**config.mk**
```make
export PLATFORM = sky130hd
export DESIGN_NAME = pc_sequencer
export DESIGN_NICKNAME = d
export VERILOG_FILES = /design/src/rtl/pc_sequencer.sv
export SDC_FILE = /design/constraint.sdc
export NUM_CORES = 1
export LEC_CHECK = 0
export CORE_MARGIN = 4
export CORE_UTILIZATION = 56
export CTS_BUF_LIST = sky130_fd_sc_hd__clkbuf_4 sky130_fd_sc_hd__clkbuf_8
export CTS_CLUSTER_DIAMETER = 80
export CTS_CLUSTER_SIZE = 10
export DETAILED_ROUTE_END_ITERATION = 12
export PLACE_DENSITY = 0.85
export RECOVER_POWER = 50
export SETUP_SLACK_MARGIN = 0.15
export SKIP_CTS_REPAIR_TIMING = 1
export SLEW_MARGIN = 20
export SYNTH_ARGS = -nofsm -noshare
export SYNTH_HDL_FRONTEND = slang
export SYNTH_SLANG_ARGS = --single-unit
```
**constraint.sdc**
```tcl
create_clock -name clk -period 3.9 [get_ports clk]
set_input_delay 0.78 -clock clk [delete_from_list [all_inputs] [get_ports clk]]
set_output_delay 0.78 -clock clk [all_outputs]
set_load 0.02 [all_outputs]
```
**src/rtl/pc_sequencer.sv**
```systemverilog
// Program-counter sequencer with priority next-PC selection and a circular
// return-address stack that drops its oldest entry on overflow.
module pc_sequencer #(
  parameter int          WIDTH     = 16,
  parameter int          STEP      = 2,
  parameter int unsigned RESET_PC  = 0,
  parameter int          RAS_DEPTH = 4
) (
  input  logic             clk,
  input  logic             reset,
  input  logic             stall,
  input  logic             branch_en,
  input  logic [WIDTH-1:0] branch_off,
  input  logic             jump_en,
  input  logic             call_en,
  input  logic             ret_en,
  input  logic [WIDTH-1:0] target,
  output logic [WIDTH-1:0] pc,
  output logic [WIDTH-1:0] pc_plus_step,
  output logic             ras_empty,
  output logic             ras_full,
  output logic             ras_overflow,
  output logic             ras_underflow
);

  localparam int PTR_W = $clog2(RAS_DEPTH);
  localparam int CNT_W = PTR_W + 1;

  typedef enum logic [2:0] {
    OP_HOLD, OP_RET, OP_CALL, OP_JUMP, OP_BRANCH, OP_SEQ
  } op_e;

  logic [WIDTH-1:0] r_pc;
  logic [WIDTH-1:0] r_ras [RAS_DEPTH];
  logic [PTR_W-1:0] r_wr_ptr;
  logic [CNT_W-1:0] r_count;
  logic             r_empty;
  logic             r_full;
  logic             r_overflow;
  logic             r_underflow;

  op_e              w_op;
  logic [WIDTH-1:0] w_pc_plus_step;
  logic [PTR_W-1:0] w_top_ptr;
  logic             w_is_empty;
  logic             w_is_full;
  logic [WIDTH-1:0] w_next_pc;
  logic [PTR_W-1:0] w_next_ptr;
  logic [CNT_W-1:0] w_next_count;
  logic             w_push;
  logic             w_overflow;
  logic             w_underflow;

  assign w_pc_plus_step = r_pc + WIDTH'(STEP);
  // r_wr_ptr is the next write slot, so the newest entry sits one below it.
  assign w_top_ptr      = r_wr_ptr - PTR_W'(1);
  assign w_is_empty     = (r_count == '0);
  assign w_is_full      = (r_count == CNT_W'(RAS_DEPTH));

  always_comb begin
    if (stall)          w_op = OP_HOLD;
    else if (ret_en)    w_op = OP_RET;
    else if (call_en)   w_op = OP_CALL;
    else if (jump_en)   w_op = OP_JUMP;
    else if (branch_en) w_op = OP_BRANCH;
    else                w_op = OP_SEQ;
  end

  always_comb begin
    // NOTE: every output gets a default before the case, so no path can infer a latch.
    w_next_pc    = r_pc;
    w_next_ptr   = r_wr_ptr;
    w_next_count = r_count;
    w_push       = 1'b0;
    w_overflow   = 1'b0;
    w_underflow  = 1'b0;
    case (w_op)
      OP_HOLD: ;
      OP_RET: begin
        if (w_is_empty) begin
          w_next_pc   = w_pc_plus_step;
          w_underflow = 1'b1;
        end else begin
          w_next_pc    = r_ras[w_top_ptr];
          w_next_ptr   = w_top_ptr;
          w_next_count = r_count - CNT_W'(1);
        end
      end
      OP_CALL: begin
        w_next_pc  = target;
        w_push     = !reset;
        w_next_ptr = r_wr_ptr + PTR_W'(1);
        // When full, the write slot is the oldest entry, so it is simply overwritten.
        if (w_is_full) w_overflow   = 1'b1;
        else           w_next_count = r_count + CNT_W'(1);
      end
      OP_JUMP:   w_next_pc = target;
      OP_BRANCH: w_next_pc = r_pc + branch_off;
      default:   w_next_pc = w_pc_plus_step;
    endcase
  end

  // NOTE: the stack array has no reset; the count alone decides which entries are valid.
  always_ff @(posedge clk) begin
    if (w_push) r_ras[r_wr_ptr] <= w_pc_plus_step;
  end

  // NOTE: sequential state uses non-blocking assignments so every register samples pre-edge values.
  always_ff @(posedge clk) begin
    if (reset) begin
      r_pc        <= WIDTH'(RESET_PC);
      r_wr_ptr    <= '0;
      r_count     <= '0;
      r_empty     <= 1'b1;
      r_full      <= 1'b0;
      r_overflow  <= 1'b0;
      r_underflow <= 1'b0;
    end else begin
      r_pc        <= w_next_pc;
      r_wr_ptr    <= w_next_ptr;
      r_count     <= w_next_count;
      r_empty     <= (w_next_count == '0);
      r_full      <= (w_next_count == CNT_W'(RAS_DEPTH));
      r_overflow  <= w_overflow;
      r_underflow <= w_underflow;
    end
  end

  assign pc            = r_pc;
  assign pc_plus_step  = w_pc_plus_step;
  assign ras_empty     = r_empty;
  assign ras_full      = r_full;
  assign ras_overflow  = r_overflow;
  assign ras_underflow = r_underflow;

endmodule

```
Word level (Yosys, flattened, before mapping)
Memories as Yosys holds them, arrays and structs flattened.
Cells that the tools add are included.
Widths: inputs -> output; s select.
- flip-flop bits (word level): 25
- latch bits: 0
- RAM bits: 64
- memory bits (read-only): 0
- input bits: 39
- output and inout port bits: 36
- word-level logic and storage cells: 49
- memories kept: 1
- $add $sub $neg: 6
- multipliers: 0
- div/mod/pow operators: 0
- $lt $le $gt $ge: 0
- equality and inequality tests: 7
- shift-type cells: 0
- multiplexer cells: 17
- bitwise logic cells: 2
- reduce and logical (&&, ||, !) cells: 9
- memories (name ; depth ; width ; read ports ; clocked after memory_dff ; write ports ; line ; source):
    r_ras ; 4 ; 16 ; 1 ; 0 ; 1 ; 34 ; logic [WIDTH-1:0] r_ras [RAS_DEPTH];
- operator list (operator ; count):
    $pmux 16 s4 ; 1
    $mux 3 ; 6
    $add 16x16->16 ; 1
    $add 16x2->16 const B ; 1
    $mux 16 ; 1
    $eq 3x3->1 const B ; 3
    $logic_not 3->1 ; 3
    $eq 3x2->1 const B ; 2
    $mux 1 ; 6
    $pmux 3 s2 ; 1
    $reduce_or 2->1 ; 3
    $pmux 2 s2 ; 1
    $add 3x1->3 const B ; 1
    $eq 3x1->1 const B ; 1
    $sub 3x1->3 const B ; 1
    $add 2x1->2 const B ; 1
    $mux 2 ; 1
    $ne 2x2->1 const B ; 1
    $not 1->1 ; 2
    $reduce_and 2->1 ; 1
    $reduce_bool 2->1 ; 1
    $sub 2x1->2 const B ; 1
    $logic_not 1->1 ; 1

Logic depth before layout (Yosys ltp)
- depth in word-level cells: 9
- gate-level depth with buffers: 10
- mapped depth without buffers: 10

Worst setup path before layout
Ideal clock, no wire load.
- path kind: register to register
- start point: register r_wr_ptr[0]
- end point: register r_pc[10], in the netlist pc[10]
- library setup time: 0.123 ns
- arrival time: 2.741 ns
- path slack: 1.037 ns
- cell stages (with the launch flop): 11
- cells stage by stage: dfxtp_1 -> buf_2 -> buf_2 -> inv_1 -> ha_1 -> clkbuf_1 -> clkbuf_1 -> mux4_2 -> a221o_1 -> a21oi_1 -> o22ai_1
- longest elaborated chain between the ends: 4
- RTL lines (what ; line ; source):
    from (decl) ; 35 ; logic [PTR_W-1:0] r_wr_ptr;
    from (signal assigned) ; 120 ; r_wr_ptr <= w_next_ptr;
    $sub 2x1->2 ; 56 ; assign w_top_ptr = r_wr_ptr - PTR_W'(1);
    $mem_v2 4x16 ; n/a ;
    $mux 16 ; 80 ; if (w_is_empty) begin
    $pmux 16 s4 ; 77 ; case (w_op)
    to (signal assigned) ; 111 ; r_pc <= WIDTH'(RESET_PC);
    to (signal assigned) ; 119 ; r_pc <= w_next_pc;
    to (decl) ; 33 ; logic [WIDTH-1:0] r_pc;
No other way between the ends.
A chain may end at the register's enable or synchronous reset.

Worst setup path in the final report
- start point: register r_pc[2], in the netlist pc[2]
- end point: output port pc_plus_step[15]
- longest elaborated chain between the ends: 1
- RTL lines (what ; line ; source):
    $add 16x2->16 ; 54 ; assign w_pc_plus_step = r_pc + WIDTH'(STEP);
    to (decl) ; 19 ; output logic [WIDTH-1:0] pc_plus_step,
No other way between the ends.

==> flow_results.org <==
** Outcome
- Status :: completed

** Worst setup path
- The critical path is of the flip-flop to primary output type.
- Worst R2R Start :: pc[1]$_SDFFE_PP0P_
- Endpoint kind of the worst setup timing path :: primary output
- Stage delay of the slowest cell on the critical path :: 0.68 ns
- Kind of launch point of the worst setup path :: flip-flop
- In this run the worst setup path begins at pc[2]$_SDFFE_PP0P_.
- Data arrives at the worst endpoint at around 2.8 ns.
- The most critical setup path has its endpoint at pc_plus_step[15].
- WP data required :: between 3 and 4 ns
- The setup check on the worst reg-to-reg path leaves a slack of 1.41 ns.
- CP cell instances :: ha_1 > nand3_1 > nor3_1 > xor2_2 > clkdlybuf4s50_1
- The slowest stage of the critical path belongs to the cell clkdlybuf4s50_1.
- Cell family with the largest share of critical-path delay :: simple AND/OR/NAND/NOR gates
- RR Endpoint :: pc[14]$_SDFFE_PP0P_
- Register-to-Register Path Depth :: 9
- Levels on crit path :: 5
- Buffers and inverters on the worst path :: 1
- CP Max Fanout :: 7

** Flow run
- Across the run, the number of max-cap violations was 0.

** STA
- Period utilisation layout :: about 90%
- Count of endpoints failing setup in the final report :: 0
- PnR worst setup slack :: roughly 0.29 ns
- Based on the critical path, the design can be clocked at up to about 0.28 GHz.
- The hold violation total from the final report was 0.
- At the pin with the least slew margin, the transition time is about 0.92 ns.
- Post-route clock skew :: 0.0109 ns
- Worst max-slew margin expressed relative to the limit :: a little under two fifths
- Setup repair after global routing left no endpoint under its margin.
- Setup Total Neg Slack :: 0 ns
- Time the final worst path needs with I/O delays and setup :: 3.61 ns
- Count of final max-slew check failures :: 0

** Placement
- Detailed placement finished with a half-perimeter wire length of roughly 9000 um.
- During placement, the flow inserted port buffers numbering 74.
- Post-place setup slack :: 0.642 ns
- Routability-driven placement finished with a final weighted congestion of 0.959.

** Floorplanning
- Die area :: ~0.0098 mm^2
- The floorplan step set the die height to about 100 um.
- The floorplan has 32 rows.
- The die is around 100 um wide.
- In this run the count of I/O pins placed on the die edge is 75.
- Placeable core region :: slightly below 0.008 mm^2
- Initial Util :: roughly 60%

** Synthesis
- Area leader, netlist :: edfxtp_1
- Top cells by area in the synthesized netlist :: edfxtp_1, dfxtp_1, mux4_2
- The top cell type by area accounts for 41.5% of the synthesized area.
- Counting every net in the synthesized netlist gives 449.
- Number of synthesized flops with an enable pin :: 64
- Number of unique standard cell types used by synthesis :: 51
- Part of the Yosys area used for sequential elements :: between 50 and 60%
- Most common cell in the synthesized netlist :: edfxtp_1
- Number of warnings printed during yosys synthesis :: 0
- The cell count after synthesis came out at 386.
- In this run the mean area of a mapped cell was 12.0 um^2.
- After synthesis, the share of flip-flops with an asynchronous set or reset is 0%.
- Number of register bits inferred by synthesis :: 89
- Post-Syn Area :: 0.00463 mm^2
- In the synthesized netlist, the cells that appear most often are edfxtp_1, nor2_1, a21oi_1, dfxtp_1, ha_1.
- Prevailing post-synth register cell :: edfxtp_1

** Global routing
- First-pass GRT wire length :: 18700 um
- The total overflow left after global routing is 0.
- Global Route Usage Sum :: 24.8%
- The via count of the first global-routing pass came to 3549.
- Maximum number of pins on one net before global-route repair :: 21
- The initial antenna violation count was 0.

** Power and ir drop
- IR analysis of the VDD net gives a maximum drop of 0.165 mV.
- Summed over all cells, the static leakage comes to 2.03 nW.
- In this run the power density over the cells is approximately 390 mW/mm^2.

** Routing
- Vias after detailed routing :: roughly 3600
- After detailed routing, the number of vias per cell comes to ~6.3.
- In the final routed layout, each cell accounts on average for around 20 um.
- Final WL :: ~12000 um
- The first TritonRoute pass finished after 6 iterations.
- For this run, design rule violations remaining after detail routing come to 0.
- After the first detailed-routing iteration, the DRC count stood at 380.
- Count of antenna-violating nets left after detailed routing :: 0

** Cells and area
- After filler insertion, the fill cell instance count of the layout stands at between 500 and 600.
- Across the whole layout, storage elements account for 0.00242 mm^2.
- 0 antenna diodes ended up in the layout.
- Compared with the post-synthesis result, the final layout area differs by 22.7%.
- Final-stage net count :: about 530
- In the final layout, the multi-input gates occupy around 0.0021 mm^2.
- Of the cells placed in the final design, the portion with a size suffix greater than 1 is 8.92%.

** Worst hold path
- The path class of the tightest hold or removal check is flip-flop to flip-flop.

** CTS
- After clock tree synthesis, the clock-pin slew on the worst setup and hold paths is 0.09 ns.
- The tree is rooted in a clkbuf_8.
- In this run the deepest clock path goes through 2 buffers.
- TritonCTS clock tree :: done
- Number of CTS-inserted buffers :: 9
- For the worst-skew pair, the clock arrives at the later sink with an insertion delay of 0.36 ns.
- CTS saw ~90 sinks.
- H-tree Lvls :: 3
-- worst reg2reg max path, stage by stage, from the launching register on --
cell and delay, ns:
dfxtp_1 0.38, inv_1 0.27, fa_1 0.26, nand2b_1 0.14
a21oi_1 0.09, o32ai_1 0.45, nand3_1 0.13, a221oi_1 0.34
xor2_1 0.21, o22ai_1 0.11
-- area by class of cell --
type                    count  area share [%]
flip-flops and latches     89            42.7
multi-input cells         269            36.8
repair buffers             85            14.3
clock buffers              10            2.31
well taps                 102            2.25
clock inverters             6           0.881
inverters                  12           0.793
-- power breakdown --
group	switching, mW	internal (mW)
sequential	0.0331	1.05
clock	0.336	0.247
combinational	0.292	0.239
-- how the worst min path moves through the flow --
stage / endpoint / cells after the start / slack (ns) / start
final: r_wr_ptr[1]$_SDFFE_PP0P_ / 2 / 0.56 / r_wr_ptr[1]$_SDFFE_PP0P_
after global routing: r_wr_ptr[1]$_SDFFE_PP0P_ / 2 / 0.58 / r_wr_ptr[1]$_SDFFE_PP0P_
after CTS: r_wr_ptr[1]$_SDFFE_PP0P_ / 2 / 0.56 / r_wr_ptr[1]$_SDFFE_PP0P_
after detailed placement: r_wr_ptr[1]$_SDFFE_PP0P_ / 2 / 0.55 / r_wr_ptr[1]$_SDFFE_PP0P_
after global placement: r_wr_ptr[1]$_SDFFE_PP0P_ / 2 / 0.52 / r_wr_ptr[1]$_SDFFE_PP0P_
after floorplan: r_wr_ptr[1]$_SDFFE_PP0P_ / 2 / 0.50 / r_wr_ptr[1]$_SDFFE_PP0P_
-- per-layer routing --
metal	wire length, um	part of all wire [%]	GRT usage, %	vias to the layer above
met2	5850	50	41.9	176
met3	895	7.6	2.12	27
met4	270	2.3	9.14	0
li1	-	-	-	1650
met1	4710	40	33.3	1771
met5	0	0	0	-
-- registers in the layout, indices dropped and copies added, names as in the netlist --
signal,flops
r_ras,64
ras_underflow,1
ras_empty,1
ras_full,1
r_count,3
ras_overflow,1
pc,16
r_wr_ptr,2
-- through the flow --
step / total power, mW / hold WS (ns) / util, % / std cells / cell area [um^2]
final: 2.20 / 0.562 / 72.0 / 573 / 5680
after global routing: 2.30 / 0.579 / 72.0 / 573 / 5680
after CTS: 2.21 / 0.560 / 72.1 / 573 / 5690
after detailed placement: 1.64 / 0.545 / 69.8 / 557 / 5510
after global placement: 1.62 / 0.520 / 69.8 / 557 / 5510
after floorplan: 1.43 / 0.502 / - / 386 / 4630
-- cell usage in the layout (no fill, tap or decap), drive strengths merged, types with 3 or more instances in the layout --
master,count
a311oi,3
clkdlybuf4s50,51
o21ai,19
nor2,29
nand3,9
nand2,22
clkbuf,13
buf,8
inv,15
a221oi,10
and2,7
dfxtp,25
xor2,13
ha,23
xnor2,14
mux2i,4
or3,3
nand3b,3
and3,6
nor3b,3
edfxtp,64
a21oi,25
o21a,5
nor3,11
dlygate4sd3,23
a221o,8
a31oi,5
mux4,14
nor2b,4
o22ai,4
-- cells by family (layout without fill, tap and decap cells) --
logic type,Yosys count,in the layout,synth area share [%]
adder cells (fa/ha/maj),24,24,6.65
XOR/XNOR,27,27,5.11
buffers and inverters,28,113,2.57
multiplexers,18,18,7.68
AO/OA/AOI/OAI,97,97,14.6
AND/OR/NAND/NOR,103,103,11.0
flip-flops,89,89,52.3
Note: power is estimated with default switching activity, not from simulation.
